[src/rtl/sram_slot_arbiter_if.sv]
// Bundle of slot-control, write-queue and SRAM bus signals for sram_slot_arbiter.
// The master modport is the arbiter's view; slave is the surrounding system's view.
interface sram_slot_arbiter_if #(
    parameter int X_BITS          = 9,
    parameter int Y_BITS          = 8,
    parameter int DATA_BITS       = 8,
    parameter int PIXELS_PER_SLOT = 2
);
    localparam int ADDR_BITS = X_BITS + Y_BITS;

    logic                                 slot_start;
    logic [X_BITS-1:0]                    read_x;
    logic [Y_BITS-1:0]                    read_y;
    logic [PIXELS_PER_SLOT*DATA_BITS-1:0] pixels;
    logic                                 pixels_valid;
    logic                                 slot_overrun;
    logic [ADDR_BITS+DATA_BITS-1:0]       wq_data;
    logic                                 wq_empty;
    logic                                 wq_pop;
    logic [ADDR_BITS-1:0]                 sram_addr;
    logic [DATA_BITS-1:0]                 sram_data_in;
    logic [DATA_BITS-1:0]                 sram_data_out;
    logic                                 sram_data_oe;
    logic                                 sram_oe_n;
    logic                                 sram_we_n;

    modport master (
        input  slot_start, read_x, read_y, wq_data, wq_empty, sram_data_in,
        output pixels, pixels_valid, slot_overrun, wq_pop,
               sram_addr, sram_data_out, sram_data_oe, sram_oe_n, sram_we_n
    );

    modport slave (
        output slot_start, read_x, read_y, wq_data, wq_empty, sram_data_in,
        input  pixels, pixels_valid, slot_overrun, wq_pop,
               sram_addr, sram_data_out, sram_data_oe, sram_oe_n, sram_we_n
    );
endinterface

[src/rtl/sram_slot_arbiter.sv]
// Framebuffer SRAM arbiter: each slot reads PIXELS_PER_SLOT pixels, then drains up to WRITES_PER_SLOT queued writes.
// Build option TRANSPARENT_SKIP_EN: queue entries whose data equals TRANSPARENT_COLOR are popped but not written.
module sram_slot_arbiter #(
    parameter int                   X_BITS            = 9,
    parameter int                   Y_BITS            = 8,
    parameter int                   DATA_BITS         = 8,
    parameter int                   PIXELS_PER_SLOT   = 2,
    parameter int                   WRITES_PER_SLOT   = 1,
    parameter logic [DATA_BITS-1:0] TRANSPARENT_COLOR = '0
) (
    input logic                 clock,
    input logic                 reset,
    sram_slot_arbiter_if.master bus
);
    localparam int ADDR_BITS = X_BITS + Y_BITS;
    localparam int K_W       = (PIXELS_PER_SLOT > 1) ? $clog2(PIXELS_PER_SLOT) : 1;
    localparam int WD_W      = $clog2(WRITES_PER_SLOT + 2);
    localparam logic [K_W-1:0]  K_LAST = K_W'(PIXELS_PER_SLOT - 1);
    localparam logic [WD_W-1:0] WD_MAX = WD_W'(WRITES_PER_SLOT);

`ifdef TRANSPARENT_SKIP_EN
    localparam bit SKIP_EN = 1'b1;
`else
    localparam bit SKIP_EN = 1'b0;
`endif

    typedef enum logic [2:0] {
        IDLE,
        RD_ADDR,
        RD_LATCH,
        WR_SETUP,
        WR_STROBE,
        WR_HOLD
    } state_t;

    state_t                               r_state;
    logic [K_W-1:0]                       r_k;
    logic [WD_W-1:0]                      r_writes_done;
    logic [X_BITS-1:0]                    r_x_q;
    logic [Y_BITS-1:0]                    r_y_q;
    logic                                 r_skip;
    logic [ADDR_BITS-1:0]                 r_sram_addr;
    logic [DATA_BITS-1:0]                 r_sram_data_out;
    logic                                 r_sram_data_oe;
    logic                                 r_sram_oe_n;
    logic                                 r_sram_we_n;
    logic [PIXELS_PER_SLOT*DATA_BITS-1:0] r_pixels;
    logic                                 r_pixels_valid;
    logic                                 r_slot_overrun;
    logic                                 r_wq_pop;

    logic [ADDR_BITS-1:0] w_wq_addr;
    logic [DATA_BITS-1:0] w_wq_data;
    logic                 w_wq_skip;
    logic [X_BITS-1:0]    w_next_x;
    logic                 w_decide;
    logic                 w_take;

    assign w_wq_addr = bus.wq_data[DATA_BITS +: ADDR_BITS];
    assign w_wq_data = bus.wq_data[DATA_BITS-1:0];
    assign w_wq_skip = SKIP_EN && (w_wq_data == TRANSPARENT_COLOR);
    // x wraps modulo 2^X_BITS; y stays fixed for the whole slot
    assign w_next_x  = r_x_q + X_BITS'(r_k) + X_BITS'(1);

    // Write decisions happen only after the last read latch and at the end of each WR_HOLD
    assign w_decide  = ((r_state == RD_LATCH) && (r_k == K_LAST)) || (r_state == WR_HOLD);
    assign w_take    = (r_writes_done < WD_MAX) && !bus.wq_empty;

    always_ff @(posedge clock or negedge reset) begin
        if (!reset) begin
            r_state         <= IDLE;
            r_k             <= '0;
            r_writes_done   <= '0;
            r_x_q           <= '0;
            r_y_q           <= '0;
            r_skip          <= 1'b0;
            r_sram_addr     <= '0;
            r_sram_data_out <= '0;
            r_sram_data_oe  <= 1'b0;
            r_sram_oe_n     <= 1'b1;
            r_sram_we_n     <= 1'b1;
            r_pixels        <= '0;
            r_pixels_valid  <= 1'b0;
            r_slot_overrun  <= 1'b0;
            r_wq_pop        <= 1'b0;
        end else begin
            r_pixels_valid <= 1'b0;
            r_wq_pop       <= 1'b0;
            r_slot_overrun <= bus.slot_start && (r_state != IDLE);

            if (r_state == RD_LATCH) begin
                r_pixels[r_k*DATA_BITS +: DATA_BITS] <= bus.sram_data_in;
            end

            if (w_decide) begin
                r_pixels_valid <= (r_state == RD_LATCH);
                if (w_take) begin
                    r_state         <= WR_SETUP;
                    r_wq_pop        <= 1'b1;
                    r_skip          <= w_wq_skip;
                    r_sram_addr     <= w_wq_addr;
                    r_sram_data_out <= w_wq_data;
                    r_sram_data_oe  <= !w_wq_skip;
                    r_sram_oe_n     <= 1'b1;
                    r_sram_we_n     <= 1'b1;
                end else begin
                    r_state        <= IDLE;
                    r_skip         <= 1'b0;
                    r_sram_data_oe <= 1'b0;
                    r_sram_oe_n    <= 1'b1;
                    r_sram_we_n    <= 1'b1;
                end
            end else begin
                case (r_state)
                    IDLE: begin
                        if (bus.slot_start) begin
                            r_x_q         <= bus.read_x;
                            r_y_q         <= bus.read_y;
                            r_k           <= '0;
                            r_writes_done <= '0;
                            r_sram_addr   <= {bus.read_y, bus.read_x};
                            r_sram_oe_n   <= 1'b0;
                            r_state       <= RD_ADDR;
                        end
                    end
                    RD_ADDR: begin
                        r_state <= RD_LATCH;
                    end
                    RD_LATCH: begin
                        r_k         <= r_k + K_W'(1);
                        r_sram_addr <= {r_y_q, w_next_x};
                        r_state     <= RD_ADDR;
                    end
                    WR_SETUP: begin
                        // A skipped entry still passes through WR_HOLD so the next decision sees the post-pop FIFO head
                        if (r_skip) begin
                            r_writes_done <= r_writes_done + WD_W'(1);
                            r_state       <= WR_HOLD;
                        end else begin
                            r_sram_we_n <= 1'b0;
                            r_state     <= WR_STROBE;
                        end
                    end
                    WR_STROBE: begin
                        r_sram_we_n   <= 1'b1;
                        r_writes_done <= r_writes_done + WD_W'(1);
                        r_state       <= WR_HOLD;
                    end
                    default: begin
                        r_state <= IDLE;
                    end
                endcase
            end
        end
    end

    assign bus.sram_addr     = r_sram_addr;
    assign bus.sram_data_out = r_sram_data_out;
    assign bus.sram_data_oe  = r_sram_data_oe;
    assign bus.sram_oe_n     = r_sram_oe_n;
    assign bus.sram_we_n     = r_sram_we_n;
    assign bus.pixels        = r_pixels;
    assign bus.pixels_valid  = r_pixels_valid;
    assign bus.slot_overrun  = r_slot_overrun;
    assign bus.wq_pop        = r_wq_pop;
endmodule

[src/flat_wrapper.sv]
// flat-port wrapper written by rule: the top's interface ports become plain ports
module sram_slot_arbiter_flat 
#(
    parameter int                   X_BITS            = 9,
    parameter int                   Y_BITS            = 8,
    parameter int                   DATA_BITS         = 8,
    parameter int                   PIXELS_PER_SLOT   = 2,
    parameter int                   WRITES_PER_SLOT   = 1,
    parameter logic [DATA_BITS-1:0] TRANSPARENT_COLOR = '0
)
  (clock, reset, bus_slot_start, bus_read_x, bus_read_y, bus_wq_data, bus_wq_empty, bus_sram_data_in, bus_pixels, bus_pixels_valid, bus_slot_overrun, bus_wq_pop, bus_sram_addr, bus_sram_data_out, bus_sram_data_oe, bus_sram_oe_n, bus_sram_we_n);
  sram_slot_arbiter_if #(.X_BITS(X_BITS), .Y_BITS(Y_BITS), .DATA_BITS(DATA_BITS), .PIXELS_PER_SLOT(PIXELS_PER_SLOT)) bus_i ();
  input logic clock;
  input logic reset;
  input wire logic [$bits(bus_i.slot_start)-1:0] bus_slot_start;
  input wire logic [$bits(bus_i.read_x)-1:0] bus_read_x;
  input wire logic [$bits(bus_i.read_y)-1:0] bus_read_y;
  input wire logic [$bits(bus_i.wq_data)-1:0] bus_wq_data;
  input wire logic [$bits(bus_i.wq_empty)-1:0] bus_wq_empty;
  input wire logic [$bits(bus_i.sram_data_in)-1:0] bus_sram_data_in;
  output wire logic [$bits(bus_i.pixels)-1:0] bus_pixels;
  output wire logic [$bits(bus_i.pixels_valid)-1:0] bus_pixels_valid;
  output wire logic [$bits(bus_i.slot_overrun)-1:0] bus_slot_overrun;
  output wire logic [$bits(bus_i.wq_pop)-1:0] bus_wq_pop;
  output wire logic [$bits(bus_i.sram_addr)-1:0] bus_sram_addr;
  output wire logic [$bits(bus_i.sram_data_out)-1:0] bus_sram_data_out;
  output wire logic [$bits(bus_i.sram_data_oe)-1:0] bus_sram_data_oe;
  output wire logic [$bits(bus_i.sram_oe_n)-1:0] bus_sram_oe_n;
  output wire logic [$bits(bus_i.sram_we_n)-1:0] bus_sram_we_n;
  assign bus_i.slot_start = bus_slot_start;
  assign bus_i.read_x = bus_read_x;
  assign bus_i.read_y = bus_read_y;
  assign bus_i.wq_data = bus_wq_data;
  assign bus_i.wq_empty = bus_wq_empty;
  assign bus_i.sram_data_in = bus_sram_data_in;
  assign bus_pixels = bus_i.pixels;
  assign bus_pixels_valid = bus_i.pixels_valid;
  assign bus_slot_overrun = bus_i.slot_overrun;
  assign bus_wq_pop = bus_i.wq_pop;
  assign bus_sram_addr = bus_i.sram_addr;
  assign bus_sram_data_out = bus_i.sram_data_out;
  assign bus_sram_data_oe = bus_i.sram_data_oe;
  assign bus_sram_oe_n = bus_i.sram_oe_n;
  assign bus_sram_we_n = bus_i.sram_we_n;
  sram_slot_arbiter #(.X_BITS(X_BITS), .Y_BITS(Y_BITS), .DATA_BITS(DATA_BITS), .PIXELS_PER_SLOT(PIXELS_PER_SLOT), .WRITES_PER_SLOT(WRITES_PER_SLOT), .TRANSPARENT_COLOR(TRANSPARENT_COLOR)) u_core (.clock(clock), .reset(reset), .bus(bus_i));
endmodule
[config.mk]
export PLATFORM = sky130hd
export DESIGN_NAME = sram_slot_arbiter_flat
export DESIGN_NICKNAME = d
export VERILOG_FILES = /design/src/rtl/sram_slot_arbiter_if.sv /design/src/rtl/sram_slot_arbiter.sv /design/src/flat_wrapper.sv
export SDC_FILE = /design/constraint.sdc
export NUM_CORES = 1
export LEC_CHECK = 0
export CORE_MARGIN = 2
export CORE_UTILIZATION = 45
export CTS_CLUSTER_SIZE = 16
export DETAILED_ROUTE_END_ITERATION = 10
export PLACE_DENSITY = 0.78
export SLEW_MARGIN = 20
export SYNTH_ARGS = -nofsm -noshare
export SYNTH_HDL_FRONTEND = slang
export SYNTH_SLANG_ARGS = --single-unit
export TNS_END_PERCENT = 5
[constraint.sdc]
create_clock -name clock -period 2.6 [get_ports clock]
set_clock_uncertainty 0.2 [all_clocks]
set_input_delay 0.52 -clock clock [delete_from_list [all_inputs] [get_ports clock]]
set_output_delay 0.52 -clock clock [all_outputs]
set_load 0.05 [all_outputs]
==> metrics.txt <==
syn_area_per_cell=12.0 um^2; unrepaired setup endpoints after global routing=no; minimum clock period=2.42 ns; initial drt markers=139; EDFF count, synth=0; first-pass GRT wire length=11400 um; startpoint type of the worst setup path=flip-flop; Worst Path Buf+Inv=1; Leak Pwr=1.86 nW; Rows=30; #FFs+latches synth=70; Root Buffer=clkbuf_8; Vias per Instance=4.96; pin count of the biggest net entering global routing=71; vias in the first global route=approximately 2300; Final Hold Fails=0; Sink Count=70; cell accounting for the most synthesized area=dfrtp_1; mapped cell area=roughly 3200 um^2; FFs w/ async S/R, synth=100%; Peak supply drop=between 700 and 800 uV; Max Clk Rate=413 MHz; total global routing overflow=0; die height=88.7 um; hold buffer count at cts=0; Power Density=1490 nW/um^2; Synth top area share=~53%; TritonCTS buffer count=9; Die W=around 90 um; status=complete, no violations; synthesis-to-layout area growth=40.0%; TritonCTS clock tree=yes; DP Wirelength=4970 um; final RePlAce weighted congestion=0.815; Max Slew Vio Count=0; Initial Util=47.0%; Clk Latency, worst-skew pair=0.33 ns; Tcrit/Tclk final=~93%; initial antenna violation count=0; total negative slack=0 ns; Worst path max stage delay=~0.8 ns; Util after Layout=between 60% and 70%; worst min-delay path class=input pin to asynchronous set/reset pin; Port Buffers=100; Slew @ Worst Pin=0.851 ns; Cells after Synth=between 200 and 300; crit-path max FO=3; Syn. warnings=0; hold_ws=between 0.1 and 0.15 ns; IO Pins=a little over 100; H-tree Lvls=3; WP data arrival=1.70 ns; DRT Pass-1 Iters=4; Power Total=6.74 mW; share of cells above drive strength 1=20.9%; syn_nets=327; postcts setup bufs=0; # resized after CTS=0; Req. time, crit path=between 1.5 and 2 ns; Core Region=roughly 7000 um^2; WS Path Type=flip-flop to output pin; commonest cells in the netlist=dfrtp_1, mux2_2, nand2_1; Nets=430; Crit. End Element=output pin; Clock Tree Buf Depth=2; worst rel slew slack=43.3%; GRT Util Overall=about a fifth; ys flop type=dfrtp_1; Synth cell types=36; Seq/Total Area, Yosys=54.3%; DRC Markers=0; CP top delay family=buffers and inverters; MaxCap Viol Count=0; Setup-failing EPs final=0; Slowest cell on crit path=clkdlybuf4s50_1; wire per inst=about 15 um; Routed WL=approximately 7000 um; post-route ant nets=0; clk slew on worst S/H paths=0.07 ns; die area=7870 um^2; worst path cell trace=clkdlybuf4s50_1; synth top area cells=dfrtp_1, mux2_2, mux2i_1; via count of the routed design=2353; ant diodes=0; most common cell in the netlist=dfrtp_1
==> area by class of cell <==
cell class	instances	area, um^2
clock inverter	3	42.5
fill	541	2350
tap	96	120
clock buffer	13	159
multi-input combinational	173	1340
timing repair buffer	108	1060
sequential	70	1750
inverter	11	41.3
==> cells by family after synthesis <==
family	Yosys count	share of synthesized area, %
compound gates	49	9.30
xor+xnor	6	1.63
fa+ha+maj	3	1.16
buf+inv	27	4.26
flops	70	54.3
mux	59	20.7
simple gates	56	8.64
==> registers in the layout, indices dropped and copies added (netlist names) <==
signal and count:
u_core.bus.sram_addr 17, u_core.bus.pixels 16, u_core.r_k 1, u_core.bus.sram_data_oe 1, u_core.bus.sram_oe_n 1, u_core.r_y_q 8
u_core.bus.sram_data_out 8, u_core.r_writes_done 2, u_core.bus.wq_pop 1, u_core.r_x_q 9, u_core.r_state 3, u_core.bus.slot_overrun 1
u_core.bus.sram_we_n 1, u_core.bus.pixels_valid 1
==> placed cells by master, fill, tap and decap left out, types with 3 or more instances in the layout <==
master           instances
a211oi_1                 3
a21oi_1                 11
a31oi_1                  5
buf_4                    9
clkbuf_8                11
clkdlybuf4s50_1         99
dfrtp_1                 68
ha_1                     3
inv_1                   11
mux2_2                  45
mux2_4                   4
mux2i_1                 10
nand2_1                 22
nor2_1                  20
o21ai_0                 20
xnor2_1                  3
xor2_1                   3
==> per-layer routing <==
layer / global-route usage, % / up-vias / routed length, um
met5: 0 / - / 0
met4: 7.85 / 0 / 87
met3: 3.45 / 8 / 317
met2: 30.5 / 62 / 3540
met1: 25.4 / 1136 / 3090
li1: - / 1147 / -
==> worst paths after layout <==
check                                                         start                             endpoint  slack (ns)  cells after the start
worst max-delay path               u_core.bus.sram_we_n$_DFFE_PN1P_                        bus_sram_we_n        0.18                      1
max in group asynchronous                                     reset          u_core.r_y_q[0]$_DFFE_PN0P_        1.55                      1
worst min-delay path                                          reset    u_core.bus.pixels[10]$_DFFE_PN0P_        0.10                      1
min in group clock              u_core.r_writes_done[1]$_DFFE_PN0P_  u_core.r_writes_done[1]$_DFFE_PN0P_        0.29                      1
worst max register to register               u_core.r_k$_DFFE_PN0P_  u_core.bus.sram_addr[6]$_DFFE_PN0P_        0.28                      9
worst min register to register  u_core.r_writes_done[1]$_DFFE_PN0P_  u_core.r_writes_done[1]$_DFFE_PN0P_        0.29                      1
==> per-stage QoR <==
stage,area (um^2),std cells,setup WS [ns]
final,4520,474,0.177
after global routing,4520,474,0.122
after CTS,4520,474,0.161
after detailed placement,4320,458,0.309
after global placement,4320,458,0.344
after floorplan,3230,270,0.558
==> power breakdown <==
| part | internal [mW] | switching (mW) | leakage [nW] |
|---|---|---|---|
| clock | 0.495 | 0.393 | 0.0996 |
| sequential | 1.65 | 0.391 | 0.831 |
| combinational | 1.58 | 2.23 | 0.933 |
No activity file was read; power rests on OpenSTA's default activity.
